**src/rtl/sky130_fd_io__vrefgen_seq.sv**
```systemverilog
// Reference-generator sequencer: ladder enable, timed cap precharge, buffered settle, qualified ready / sticky fault.
// All outputs registered one edge after the inputs that cause them; vsel_req waits (no ack) outside OFF->PRECHG and READY.
module sky130_fd_io__vrefgen_seq #(
  parameter int SEL_W      = 5,
  parameter int PRECHG_CYC = 64,
  parameter int SETTLE_CYC = 256,
  parameter int CNT_W      = 10
) (
  input  logic             clk,
  input  logic             rst,
  input  logic             enable,
  input  logic             vsel_req,
  input  logic [SEL_W-1:0] vsel_in,
  input  logic             cap_ok,
  output logic             vsel_ack,
  output logic [SEL_W-1:0] vsel_out,
  output logic             ladder_en,
  output logic             prechg_en,
  output logic             buf_en,
  output logic             vref_ready,
  output logic             fault
);

  typedef enum logic [2:0] {
    ST_OFF    = 3'd0,
    ST_PRECHG = 3'd1,
    ST_SETTLE = 3'd2,
    ST_READY  = 3'd3,
    ST_FAULT  = 3'd4
  } state_t;

  localparam logic [CNT_W-1:0] PRE_LD = CNT_W'(PRECHG_CYC - 1);
  localparam logic [CNT_W-1:0] SET_LD = CNT_W'(SETTLE_CYC - 1);

  state_t             r_state;
  state_t             w_state_nxt;
  logic [CNT_W-1:0]   r_timer;
  logic [CNT_W-1:0]   w_timer_nxt;
  logic               r_lowfilt;
  logic               w_lowfilt_nxt;
  logic [SEL_W-1:0]   w_vsel_nxt;
  logic               w_ack_nxt;

  always_comb begin
    w_state_nxt   = r_state;
    w_timer_nxt   = r_timer;
    w_lowfilt_nxt = 1'b0;
    w_vsel_nxt    = vsel_out;
    w_ack_nxt     = 1'b0;
    if (!enable) begin
      w_state_nxt = ST_OFF;
      w_timer_nxt = '0;
    end else begin
      case (r_state)
        ST_OFF: begin
          w_state_nxt = ST_PRECHG;
          w_timer_nxt = PRE_LD;
          w_vsel_nxt  = vsel_in;
          w_ack_nxt   = vsel_req;
        end
        ST_PRECHG: begin
          if (r_timer == '0) begin
            w_state_nxt = ST_SETTLE;
            w_timer_nxt = SET_LD;
          end else begin
            w_timer_nxt = r_timer - 1'b1;
          end
        end
        ST_SETTLE: begin
          if (r_timer == '0) begin
            w_state_nxt = cap_ok ? ST_READY : ST_FAULT;
          end else begin
            w_timer_nxt = r_timer - 1'b1;
          end
        end
        ST_READY: begin
          // Second consecutive low sample is a real loss of the cap node; it outranks a code change.
          if (!cap_ok && r_lowfilt) begin
            w_state_nxt = ST_FAULT;
          end else if (vsel_req) begin
            w_state_nxt = ST_SETTLE;
            w_timer_nxt = SET_LD;
            w_vsel_nxt  = vsel_in;
            w_ack_nxt   = 1'b1;
          end else begin
            w_lowfilt_nxt = !cap_ok;
          end
        end
        ST_FAULT: w_state_nxt = ST_FAULT;
        default: begin
          w_state_nxt = ST_OFF;
          w_timer_nxt = '0;
        end
      endcase
    end
  end

  always_ff @(posedge clk or posedge rst) begin
    if (rst) begin
      r_state    <= ST_OFF;
      r_timer    <= '0;
      r_lowfilt  <= 1'b0;
      vsel_out   <= '0;
      vsel_ack   <= 1'b0;
      ladder_en  <= 1'b0;
      prechg_en  <= 1'b0;
      buf_en     <= 1'b0;
      vref_ready <= 1'b0;
      fault      <= 1'b0;
    end else begin
      r_state    <= w_state_nxt;
      r_timer    <= w_timer_nxt;
      r_lowfilt  <= w_lowfilt_nxt;
      vsel_out   <= w_vsel_nxt;
      vsel_ack   <= w_ack_nxt;
      // Output flops decode the next state so they line up with the state register.
      ladder_en  <= (w_state_nxt == ST_PRECHG) || (w_state_nxt == ST_SETTLE) || (w_state_nxt == ST_READY);
      prechg_en  <= (w_state_nxt == ST_PRECHG);
      buf_en     <= (w_state_nxt == ST_SETTLE) || (w_state_nxt == ST_READY);
      vref_ready <= (w_state_nxt == ST_READY);
      fault      <= (w_state_nxt == ST_FAULT);
    end
  end

endmodule

```
**config.mk**
```make
export PLATFORM = sky130hd
export DESIGN_NAME = sky130_fd_io__vrefgen_seq
export DESIGN_NICKNAME = d
export VERILOG_FILES = /design/src/rtl/sky130_fd_io__vrefgen_seq.sv
export SDC_FILE = /design/constraint.sdc
export NUM_CORES = 1
export LEC_CHECK = 0
export CORE_ASPECT_RATIO = 0.75
export CORE_MARGIN = 1.5
export CORE_UTILIZATION = 40
export CTS_CLUSTER_DIAMETER = 100
export DETAILED_ROUTE_END_ITERATION = 12
export DONT_BUFFER_PORTS = 1
export GPL_TIMING_DRIVEN = 0
export MAX_ROUTING_LAYER = met4
export PLACE_DENSITY = 0.54
export SYNTH_ARGS = -nofsm -noshare
export SYNTH_HDL_FRONTEND = slang
export SYNTH_SLANG_ARGS = --single-unit
```
**constraint.sdc**
```tcl
create_clock -name clk -period 2.1 [get_ports clk]
set_clock_uncertainty 0.1 [all_clocks]
set_input_delay 0.21 -clock clk [delete_from_list [all_inputs] [get_ports clk]]
set_output_delay 0.21 -clock clk [all_outputs]
set_load 0.02 [all_outputs]
```
======== Word level (Yosys, flattened, before mapping) ========
Index checks and enable logic that the tools add are counted.
operators by class
  multiplexer cells ....................... 24
  reductions and logical operators ........ 10
  add/sub/neg operators ................... 1
  equality and inequality tests ........... 14
operator list
  kind                                                 count
  2-to-1 mux 10 bit                                    5
  one-hot mux 10 bit (5 select lines)                  1
  2-to-1 mux 3 bit                                     6
  one-hot mux 3 bit (5 select lines)                   1
  equality test 3 x 2 -> 1 bit, second input constant  4
  logical NOT 10 bit                                   1
  2-to-1 mux 5 bit                                     2
  one-hot mux 5 bit (2 select lines)                   1
  subtractor 10 x 1 -> 10 bit, second input constant   1
  inequality test 3 bit, second input constant         3
  AND reduction 4 bit                                  2
  2-to-1 mux 1 bit                                     7
  equality test 3 x 1 -> 1 bit, second input constant  2
  equality test 3 bit, second input constant           2
  inequality test 2 bit, second input constant         3
  logical NOT 3 bit                                    1
  logical OR 1 bit                                     3
  one-hot mux 1 bit (2 select lines)                   1
  nonzero test 2 bit                                   1
  logical AND 1 bit                                    1
  logical NOT 1 bit                                    1
storage, ports and cells
  input bits .............................. 10
  bits in registers ....................... 25
  output and inout bits ................... 11

======== Longest topological paths before layout ========
Gate-level depths: netlist of run 1.
  word-level depth ........................ 8
  gate-level depth with buffers ........... 7
  gate-level depth less buffers ........... 6

======== Least setup slack after synthesis of run 1 ========
OpenSTA, ideal clock, no wires.
  path type ............................... register to register
  start point ............................. register r_timer[0]
  end point ............................... register r_timer[5]
  data arrival time ....................... 1.734 ns
  buffers on the path ..................... 0
  cell stages (with the launch flop) ...... 7
  path slack .............................. 0.140 ns
  cell sequence ........................... dfrtp_1 > inv_1 > ha_1 > nor3b_1 > and3_2 > nor2_1 > a221o_1
between the ends
  cells in the longest elaborated chain, start to end .. 4
  elaborated cells between the ends (all ways) .. 8
  classes of those cells .................. add/sub (1); eq/ne (1); mux (4); reduce/logical (2)
RTL lines
  what                                                                      RTL line  source
  start: declaration                                                        37        logic [CNT_W-1:0] r_timer;
  start signal: assignment                                                  112       r_timer <= w_timer_nxt;
  subtractor 10 x 1 -> 10 bit / logical NOT 10 bit (equally long branches)  --
  2-to-1 mux 10 bit (on tied branches)                                      70, 62
  one-hot mux 10 bit (5 select lines)                                       54        case (r_state)
  2-to-1 mux 10 bit                                                         50        if (!enable) begin
Several ways; a longest one is shown, not always the timed one. The select of a mux whose other input is x is not followed.
A chain may end at the register's enable or synchronous reset.

======== Worst setup path after layout of run 1 ========
  start point ............................. register r_timer[0]
  end point ............................... register r_timer[7]
The elaborated chain is that of the path after synthesis.

==> results.ini, run 1 <==
[worst_setup_path]
reg2reg_depth = 5
crit_required_ns = 2.21
timing.rr.start = r_timer[0]
criticalPathCategory = reg -> reg
cp-start-kind = flip-flop
cp_max_fo = 5
max_stage_delay_ns = 0.57
rrSetupSlack_ns = 0.02
critPathLaunch = r_timer[0]
cp_slowest_cell = or4_4
crit_arrival_ns = 2.19
crit_chain = buf_4 > or4_4 > or4b_1 > o311ai_1 > a22o_1
r2r-end = r_timer[7]
endpoint_kind = flip-flop

[finish]
final_common_cell = dfrtp_1
diodes = 0
layout.nets = 162
final_cell_area_mm2 = 0.00164
stdcell_count = 190
drive_gt1_share_pct = 18.7
mostFrequentLayoutCells = 25 x dfrtp_1, 10 x dlygate4sd3_1, 9 x nor2_1
regArea_um2 = 626
multi_input_area_um2 = 744
fin_util_pct = 49.2
syn_to_final_growth_pct = 16.2
fillers = 313

[worst_hold_path]
hp-start = cap_ok
whs_path_depth = 2
holdCritPathClass = in -> reg
hold_end = vref_ready

[routing]
wl_per_cell_um = 17.0
dr.pass1.iters = 4
drc = 0
num_vias = 1158
drt_wl_total_um = 3240
drtAntennaViolNets = 0
viasPerCell = 6.09
dr.first_iter.drc_count = 68

[die]
die_w_um = 71.6
die_h_um = 54.5
start_util_pct = 42.4
fp-row-count = 18
dieArea_mm2 = 0.00390
design.core.area_mm2 = 0.00333
io_pins = 21

[global_route]
antenna_found_initial = 0
grt_usage_pct = 17.9
gr-total-overflow = 0
grt_pass1_vias = 1029
grt_use_met2_pct = 24.4
grt_use_met1_pct = 26.6
grt_pass1_wl_um = 5130
grt_max_degree = 26
grt_util_met3_pct = 4.24
grt.busiest_layer = met1

[synth]
ys_seq_area_share_pct = 44.3
synth_cell_types = 46
synthFlopType = dfrtp_1
synth_area_per_cell_um2 = 10.5
synthCells = 135
yosys.area.top_type_share_pct = 44.3
yosysWarnings = 0
async_flop_share_pct = 100
synth_area_mm2 = 0.00141
synth_edf_count = 0
synth_top_area_cell = dfrtp_1
yosys_register_bits = 25
yosys-top-cells-area = dfrtp_1 44%, mux2_2 4.0%, nor2_1 2.7%
synth_fp_nets = 146

[placed_design]
dpl.hpwl_um = 2220
place_area_mm2 = 0.00146
gp_congestion = 0.803
dpl.cell_count = 175
portBuffers = 0
dp_slack_ns = -0.196

[cts]
h-tree-depth = 1
clockBufferDepth = 2
clock-sinks = 25
cts_tree = built
clockRootBuffer = clkbuf_8
path_clk_slew_ns = 0.09
cts_inserted_buffers = 3
clk_latency_ns = 0.27

[power_and_ir_drop]
power_density_mw_per_mm2 = 777
p_total_mw = 1.28
vdd_ir_drop_max_v = 0.000409
p_leak_nw = 0.703

[sta]
max_freq_mhz = 481
hold_viol_final = 0
holdWs_ns = 0.0273
setup_slack_ns = 0.0190
fin_crit_ns = 2.08
rsz0062_at_grt = true
slew_viol_final = 0
setup_viol = 0
worstMarginPinSlew_ns = 0.968
tns_ns = 0
final.period_utilization_pct = 99.1
slew_headroom_pct = 35.4

[outcome]
status = finished, final reports clean

[flow_run]
cap_viol_max_count = 0

cell families after synthesis:
kind of cell	after synthesis	synth area share (%)
fa+ha+maj	1	0.886
mux	5	3.99
compound gates	37	21.1
simple gates	52	22.5
buf+inv	11	4.78
flops	25	44.3
xor+xnor	4	2.48
how the worst max path moves through the flow:
stage                 end  slack, ns  depth (start not counted)
2_1_floorplan  r_timer[5]       0.14                          6
6_report       r_timer[7]       0.02                          5
3_3_place_gp   r_timer[7]      -0.22                          6
3_5_place_dp   r_timer[6]      -0.20                          6
4_1_cts        r_timer[6]       0.03                          6
5_1_grt        r_timer[6]      -0.02                          6
layout make-up:
class / count / area share, %
multi-input cells: 99 / 45.4
well taps: 40 / 3.05
flip-flops and latches: 25 / 38.1
inverters: 6 / 1.37
clock inverters: 1 / 0.305
clock buffers: 3 / 2.52
repair buffers: 11 / 6.55
plain buffers: 5 / 2.74
flip-flops by register name, indices dropped and copies added, names as in the netlist:
name and count:
r_lowfilt 1, buf_en 1, prechg_en 1, r_state 3, vsel_ack 1, ladder_en 1, r_timer 10, vsel_out 5
fault 1, vref_ready 1
routing by layer:
layer	vias to the layer above	routed length, um
li1	549	-
met2	20	1350
met1	585	1710
met4	0	32
met5	-	0
met3	4	141
timing repair:
| item | 4_1_cts | 5_1_grt |
|---|---|---|
| buffers inserted | 1 | 0 |
| hold endpoints to repair | 36 | 0 |
| gates resized for setup | 2 | 4 |
| setup endpoints to repair | 17 | 12 |
| hold buffers | 10 | 0 |
critical path, delay by kind of cell, from the launching register on:
kind,cells,cell delay (ns)
simple gates,2,1.06
flops,1,0.41
compound gates,2,0.29
buf+inv,1,0.15
power breakdown:
| part | switching (mW) | total [mW] | internal (mW) |
|---|---|---|---|
| Clock | 0.160 | 0.293 | 0.133 |
| Combinational | 0.177 | 0.340 | 0.163 |
| Sequential | 0.102 | 0.643 | 0.541 |
cells in the mapped netlist (3+ instances only):
| library cell | n |
|---|---|
| and2_1 | 3 |
| buf_4 | 3 |
| nor2_1 | 10 |
| nand2_1 | 6 |
| o2111ai_1 | 3 |
| a211o_1 | 4 |
| inv_1 | 6 |
| or3_1 | 3 |
| a22o_1 | 3 |
| a211oi_1 | 3 |
| mux2_2 | 5 |
| a21oi_1 | 6 |
| nor3_1 | 7 |
| dfrtp_1 | 25 |
Note: power is estimated with default switching activity, not from simulation.
==> inputs of run 2 (changes only) <==
PLACE_DENSITY = 0.52   (was 0.54)
clock period = 2.5 ns   (was 2.1 ns; I/O delays follow)
==> run 2 against run 1 <==
Against the previous run:
- the flow now finishes with violations (hold timing)
- sequential share of layout area rose by 2.2 points
- hold slack worse by 0.059 ns
- wire length shrank 0.77%
- total power is 18% lower
- critical path type unchanged
==> results.ini, run 2 (same netlist as run 1, synthesis figures left out) <==
[sta]
tns_ns = 0  ; unchanged
slew_viol_final = 0  ; unchanged
final.period_utilization_pct = 89.9  ; -9.2 points
holdWs_ns = -0.0314  ; -0.0587 ns
rsz0062_at_grt = false
setup_viol = 0  ; unchanged
hold_viol_final = 25  ; +25
worstMarginPinSlew_ns = 0.963  ; -0.00528 ns
slew_headroom_pct = 34.9  ; -0.48 points
max_freq_mhz = 445  ; -7.4%
fin_crit_ns = 2.25  ; +0.167 ns

[routing]
drt_wl_total_um = 3210  ; -0.77%
drtAntennaViolNets = 0  ; unchanged
dr.first_iter.drc_count = 80  ; +18%
dr.pass1.iters = 6  ; +2
wl_per_cell_um = 17.6  ; +3.0%
drc = 0  ; unchanged
viasPerCell = 6.13  ; +0.51%
num_vias = 1121  ; -3.2%

[finish]
largestRegisters = r_timer x10, vsel_out x5, r_state x3
largest_reg_flops = 10  ; unchanged
diodes = 0  ; unchanged
final_common_cell = dfrtp_1
drive_gt1_share_pct = 15.4  ; -3.3 points
regMostFlops = r_timer
layout.nets = 155  ; -4.3%
mostFrequentLayoutCells = 25 x dfrtp_1, 10 x nor2_1, 7 x nor3_1
syn_to_final_growth_pct = 9.92
fillers = 339  ; +8.3%

[worst_hold_path]
holdCritPathClass = in -> async

[die]
dieArea_mm2 = 0.00390  ; unchanged
die_h_um = 54.5  ; unchanged
start_util_pct = 42.4  ; unchanged
design.core.area_mm2 = 0.00333  ; unchanged
fp-row-count = 18  ; unchanged
die_w_um = 71.6  ; unchanged
io_pins = 21  ; unchanged

[global_route]
grt_usage_pct = 17.9  ; +0.049 points
grt_max_degree = 26  ; unchanged
gr-total-overflow = 0  ; unchanged
grt_pass1_wl_um = 5060  ; -1.2%
antenna_found_initial = 0  ; unchanged
grt_pass1_vias = 1030  ; +0.097%

[worst_setup_path]
endpoint_kind = flip-flop
criticalPathCategory = reg -> reg
crit_required_ns = 2.56  ; +0.35 ns
cp-start-kind = flip-flop
crit_arrival_ns = 2.31  ; +0.12 ns
cp_max_fo = 5  ; unchanged

[cts]
h-tree-depth = 1  ; unchanged
clock-sinks = 25  ; unchanged
clk_latency_ns = 0.27  ; about the same
clockRootBuffer = clkbuf_8
cts_inserted_buffers = 3  ; unchanged
path_clk_slew_ns = 0.09  ; about the same
cts_tree = built
cts_setup_buffers = 0  ; -1
clockBufferDepth = 2  ; unchanged

[power_and_ir_drop]
power_frac_clock_pct = 23.3  ; +0.3 points
p_leak_nw = 0.664  ; -5.4%
p_total_mw = 1.05  ; -18%
p_sw_share_pct = 34.1  ; -0.30 points
power_frac_seq_pct = 51.1  ; +0.7 points
pwr-share-comb_pct = 25.6  ; -1.0 points
netSwitchingPower_mw = 0.358  ; -18%
power_density_mw_per_mm2 = 676  ; -13%
p_int_mw = 0.691  ; -17%
vdd_ir_drop_max_v = 0.000352  ; -14%

[flow_run]
cap_viol_max_count = 0  ; unchanged

[outcome]
violations = hold timing
status = finished, violations left

[placed_design]
gp_congestion = 0.844  ; +5.2%
dpl.hpwl_um = 2310  ; +4.1%
portBuffers = 0  ; unchanged

run 2: changes by cell type in the layout (fill, tap and decap cells not counted), sizes merged:
| cell | previous run | this run |
|---|---|---|
| buf | 6 | 5 |
| clkbuf | 3 | 4 |
| clkinv | 1 | 0 |
| dlygate4sd3 | 10 | 4 |
run 2: critical path, stage by stage, from the launching register on:
cell	delay (ns)
dfrtp_1	0.43
nor4b_1	0.86
and3_2	0.39
nor2_1	0.06
a221o_1	0.29
run 2: cell type report:
| cell class | instances | area (um2) | area share (%) |
|---|---|---|---|
| clock buffers | 4 | 45.0 | 2.90 |
| flip-flops and latches | 25 | 626 | 40.3 |
| well taps | 40 | 50.0 | 3.22 |
| inverters | 6 | 22.5 | 1.45 |
| multi-input cells | 99 | 724 | 46.7 |
| repair buffers | 4 | 40.0 | 2.58 |
| plain buffers | 5 | 45.0 | 2.90 |
run 2: per-layer routing:
metal  share of wire [%]  global-route usage, %  up-vias
met4                0.78                   5.35        0
li1                    -                      -      541
met2                  43                   24.8       23
met3                 3.3                   4.60        5
met1                  53                   25.6      552
met5                   0                      -        -
run 2: repair_timing:
item                                   in CTS  in global routing
hold buffers                                3                  1
setup endpoints to repair                   0                 13
gates resized for setup                     0                  1
endpoints found under the hold margin       4                  1
run 2: final timing paths:
check	end	slack (ns)	startpoint	depth (start not counted)
max	r_timer[5]	0.25	r_timer[9]	4
min reg2reg	r_timer[1]	0.47	r_timer[1]	1
max reg2reg	r_timer[5]	0.25	r_timer[9]	4
min	vsel_out[4]	-0.03	rst	1
max in group asynchronous	r_timer[0]	1.76	rst	1
min in group clk	r_lowfilt	0.02	vsel_req	2
run 2: stage by stage:
| stage | utilization [%] | cell area (um2) | instances | hold WS [ns] | setup WS [ns] |
|---|---|---|---|---|---|
| floorplan | - | 1410 | 135 | 0.177 | 0.540 |
| global placement | 43.9 | 1460 | 175 | 0.224 | 0.210 |
| detailed placement | 43.9 | 1460 | 175 | 0.224 | 0.155 |
| CTS | 46.1 | 1540 | 182 | 0.00700 | 0.125 |
| global route | 46.6 | 1550 | 183 | 0.0109 | 0.127 |
| finish | 46.6 | 1550 | 183 | -0.0314 | 0.252 |
run 2: power by group through the flow:
stage               Sequential [mW]  Combinational (mW)  Clock (mW)
floorplan                     0.532               0.212           0
global placement              0.541               0.257           0
detailed placement            0.544               0.260           0
CTS                           0.536               0.265       0.252
global route                  0.546               0.299       0.266
finish                        0.536               0.269       0.244
==> inputs of run 3 (changes only) <==
GPL_TIMING_DRIVEN = unset   (was 0)
==> run 3 against run 2 <==
Against the previous run:
- the flow finishes with violations (DRC, hold timing)
- clock power decreased by 3%
- combinational power is 4% lower
- register-to-register slack gained 0.11 ns
- worst setup slack better by 0.11 ns
- largest power group unchanged
- die area is the same
- sequential cell count stayed put
- via count is 0.36% lower
- critical endpoint unchanged
- final cell count unchanged
==> results.ini, run 3 (same netlist as run 1, synthesis figures left out) <==
[outcome]
status = finished, violations left
violations = DRC, hold timing

[die]
die_h_um = 54.5  ; unchanged
design.core.area_mm2 = 0.00333  ; unchanged
dieArea_mm2 = 0.00390  ; unchanged
die_w_um = 71.6  ; unchanged
fp-row-count = 18  ; unchanged
io_pins = 21  ; unchanged
start_util_pct = 42.4  ; unchanged

[power_and_ir_drop]
vdd_ir_drop_max_v = 0.000285  ; -19%
power_density_mw_per_mm2 = 673  ; -0.33%
p_leak_nw = 0.661  ; -0.59%

[finish]
final_common_cell = dfrtp_1
mostFrequentLayoutCells = 25 x dfrtp_1, 10 x nor2_1, 7 x nor3_1
layout.nets = 155  ; unchanged
largest_reg_flops = 10  ; unchanged
syn_to_final_growth_pct = 8.86
diodes = 0  ; unchanged
regMostFlops = r_timer
largestRegisters = r_timer x10, vsel_out x5, r_state x3
drive_gt1_share_pct = 15.4  ; unchanged

[routing]
num_vias = 1117  ; -0.36%
wl_per_cell_um = 17.1  ; -2.6%
drtAntennaViolNets = 0  ; unchanged
drc = 1  ; +1
dr.pass1.iters = 10  ; +4
viasPerCell = 6.10  ; -0.36%
dr.first_iter.drc_count = 74  ; -7.5%
drt_wl_total_um = 3130  ; -2.6%

[sta]
max_freq_mhz = 468  ; +5.1%
slew_headroom_pct = 39.8  ; +4.9 points
rsz0062_at_grt = false
slew_viol_final = 0  ; unchanged
setup_viol = 0  ; unchanged
hold_viol_final = 25  ; unchanged
holdWs_ns = -0.0378  ; -0.00633 ns
worstMarginPinSlew_ns = 0.901  ; -0.0613 ns
tns_ns = 0  ; unchanged
setup_slack_ns = 0.362  ; +0.110 ns
fin_crit_ns = 2.14  ; -0.110 ns
final.period_utilization_pct = 85.5  ; -4.4 points

[placed_design]
portBuffers = 0  ; unchanged
dp_slack_ns = 0.350  ; +0.194 ns
dpl.hpwl_um = 2400  ; +3.6%
gp_congestion = 0.812  ; -3.8%

[worst_setup_path]
endpoint_kind = flip-flop
crit_required_ns = 2.56  ; about the same
cp-start-kind = flip-flop
criticalPathCategory = reg -> reg
crit_chain = inv_1 > ha_1 > nor3b_1 > buf_4 > and4_1 > o31a_1 > a221o_1
cp_max_fo = 9  ; +4
cp_slowest_cell = dfrtp_1
max_stage_delay_ns = 0.39  ; -0.47 ns
crit_arrival_ns = 2.19  ; -0.12 ns

[worst_hold_path]
holdCritPathClass = in -> async

[cts]
clockRootBuffer = clkbuf_8
cts_inserted_buffers = 3  ; unchanged
h-tree-depth = 1  ; unchanged
clock-sinks = 25  ; unchanged
cts_tree = built
cts_setup_buffers = 0  ; unchanged
clk_latency_ns = 0.27  ; about the same
ctsResizeCount = 0  ; unchanged
clockBufferDepth = 2  ; unchanged
path_clk_slew_ns = 0.08  ; about the same
holdBufCountCts = 3  ; unchanged

[global_route]
gr-total-overflow = 0  ; unchanged
antenna_found_initial = 0  ; unchanged
grt_usage_pct = 18.4  ; +0.48 points
grt_max_degree = 26  ; unchanged
grt_pass1_vias = 1053  ; +2.2%
grt_pass1_wl_um = 5260  ; +3.8%

[flow_run]
cap_viol_max_count = 0  ; unchanged

run 3: per-layer routing:
metal  share of wire (%)  up-vias  track usage, %
li1                    -      541               -
met1                  54      556            26.1
met2                  42       16            26.9
met3                 2.7        4            4.24
met4                0.54        0            4.09
met5                   0        -               -
run 3: worst max-delay path, delay by kind of cell (launching register included):
kind | cells | cell delay (ns)
buffers and inverters | 2 | 0.23
DFF | 1 | 0.39
AOI/OAI and AO/OA | 2 | 0.74
and+or+nand+nor | 2 | 0.33
adders and majority gates | 1 | 0.22
run 3: report_power, final:
part           leakage (nW)  internal [mW]  switching [mW]
combinational         0.317          0.122           0.134
clock                0.0228          0.114           0.123
sequential            0.320          0.455          0.0875
total                 0.661          0.691           0.345
run 3: worst paths after layout:
check,startpoint,endpoint,slack [ns],cells after the start
worst min-delay path,rst,buf_en,-0.04,1
max in group asynchronous,rst,vsel_out[4],1.79,1
worst max register to register,r_timer[0],r_timer[5],0.36,7
worst min register to register,r_timer[1],r_timer[1],0.48,1
min in group clk,enable,r_timer[0],0.01,1
worst max-delay path,r_timer[0],r_timer[5],0.36,7
run 3: through the flow:
step | power [mW] | area, um2 | instances | utilization [%] | hold WS [ns]
finish | 1.04 | 1540 | 183 | 46.1 | -0.0378
global route | 1.10 | 1540 | 183 | 46.1 | 0.00340
CTS | 1.05 | 1540 | 183 | 46.1 | 0.00419
detailed placement | 0.803 | 1460 | 176 | 43.9 | 0.231
global placement | 0.802 | 1460 | 176 | 43.9 | 0.234
floorplan | 0.744 | 1410 | 135 | - | 0.177
run 3: cell type report:
cell class / count / area [um2]
repair buffers: 9 / 75.1
multi-input cells: 99 / 719
fillers: 333 / 1800
inverters: 6 / 22.5
clock buffers: 4 / 45.0
well taps: 40 / 50.0
flip-flops and latches: 25 / 626
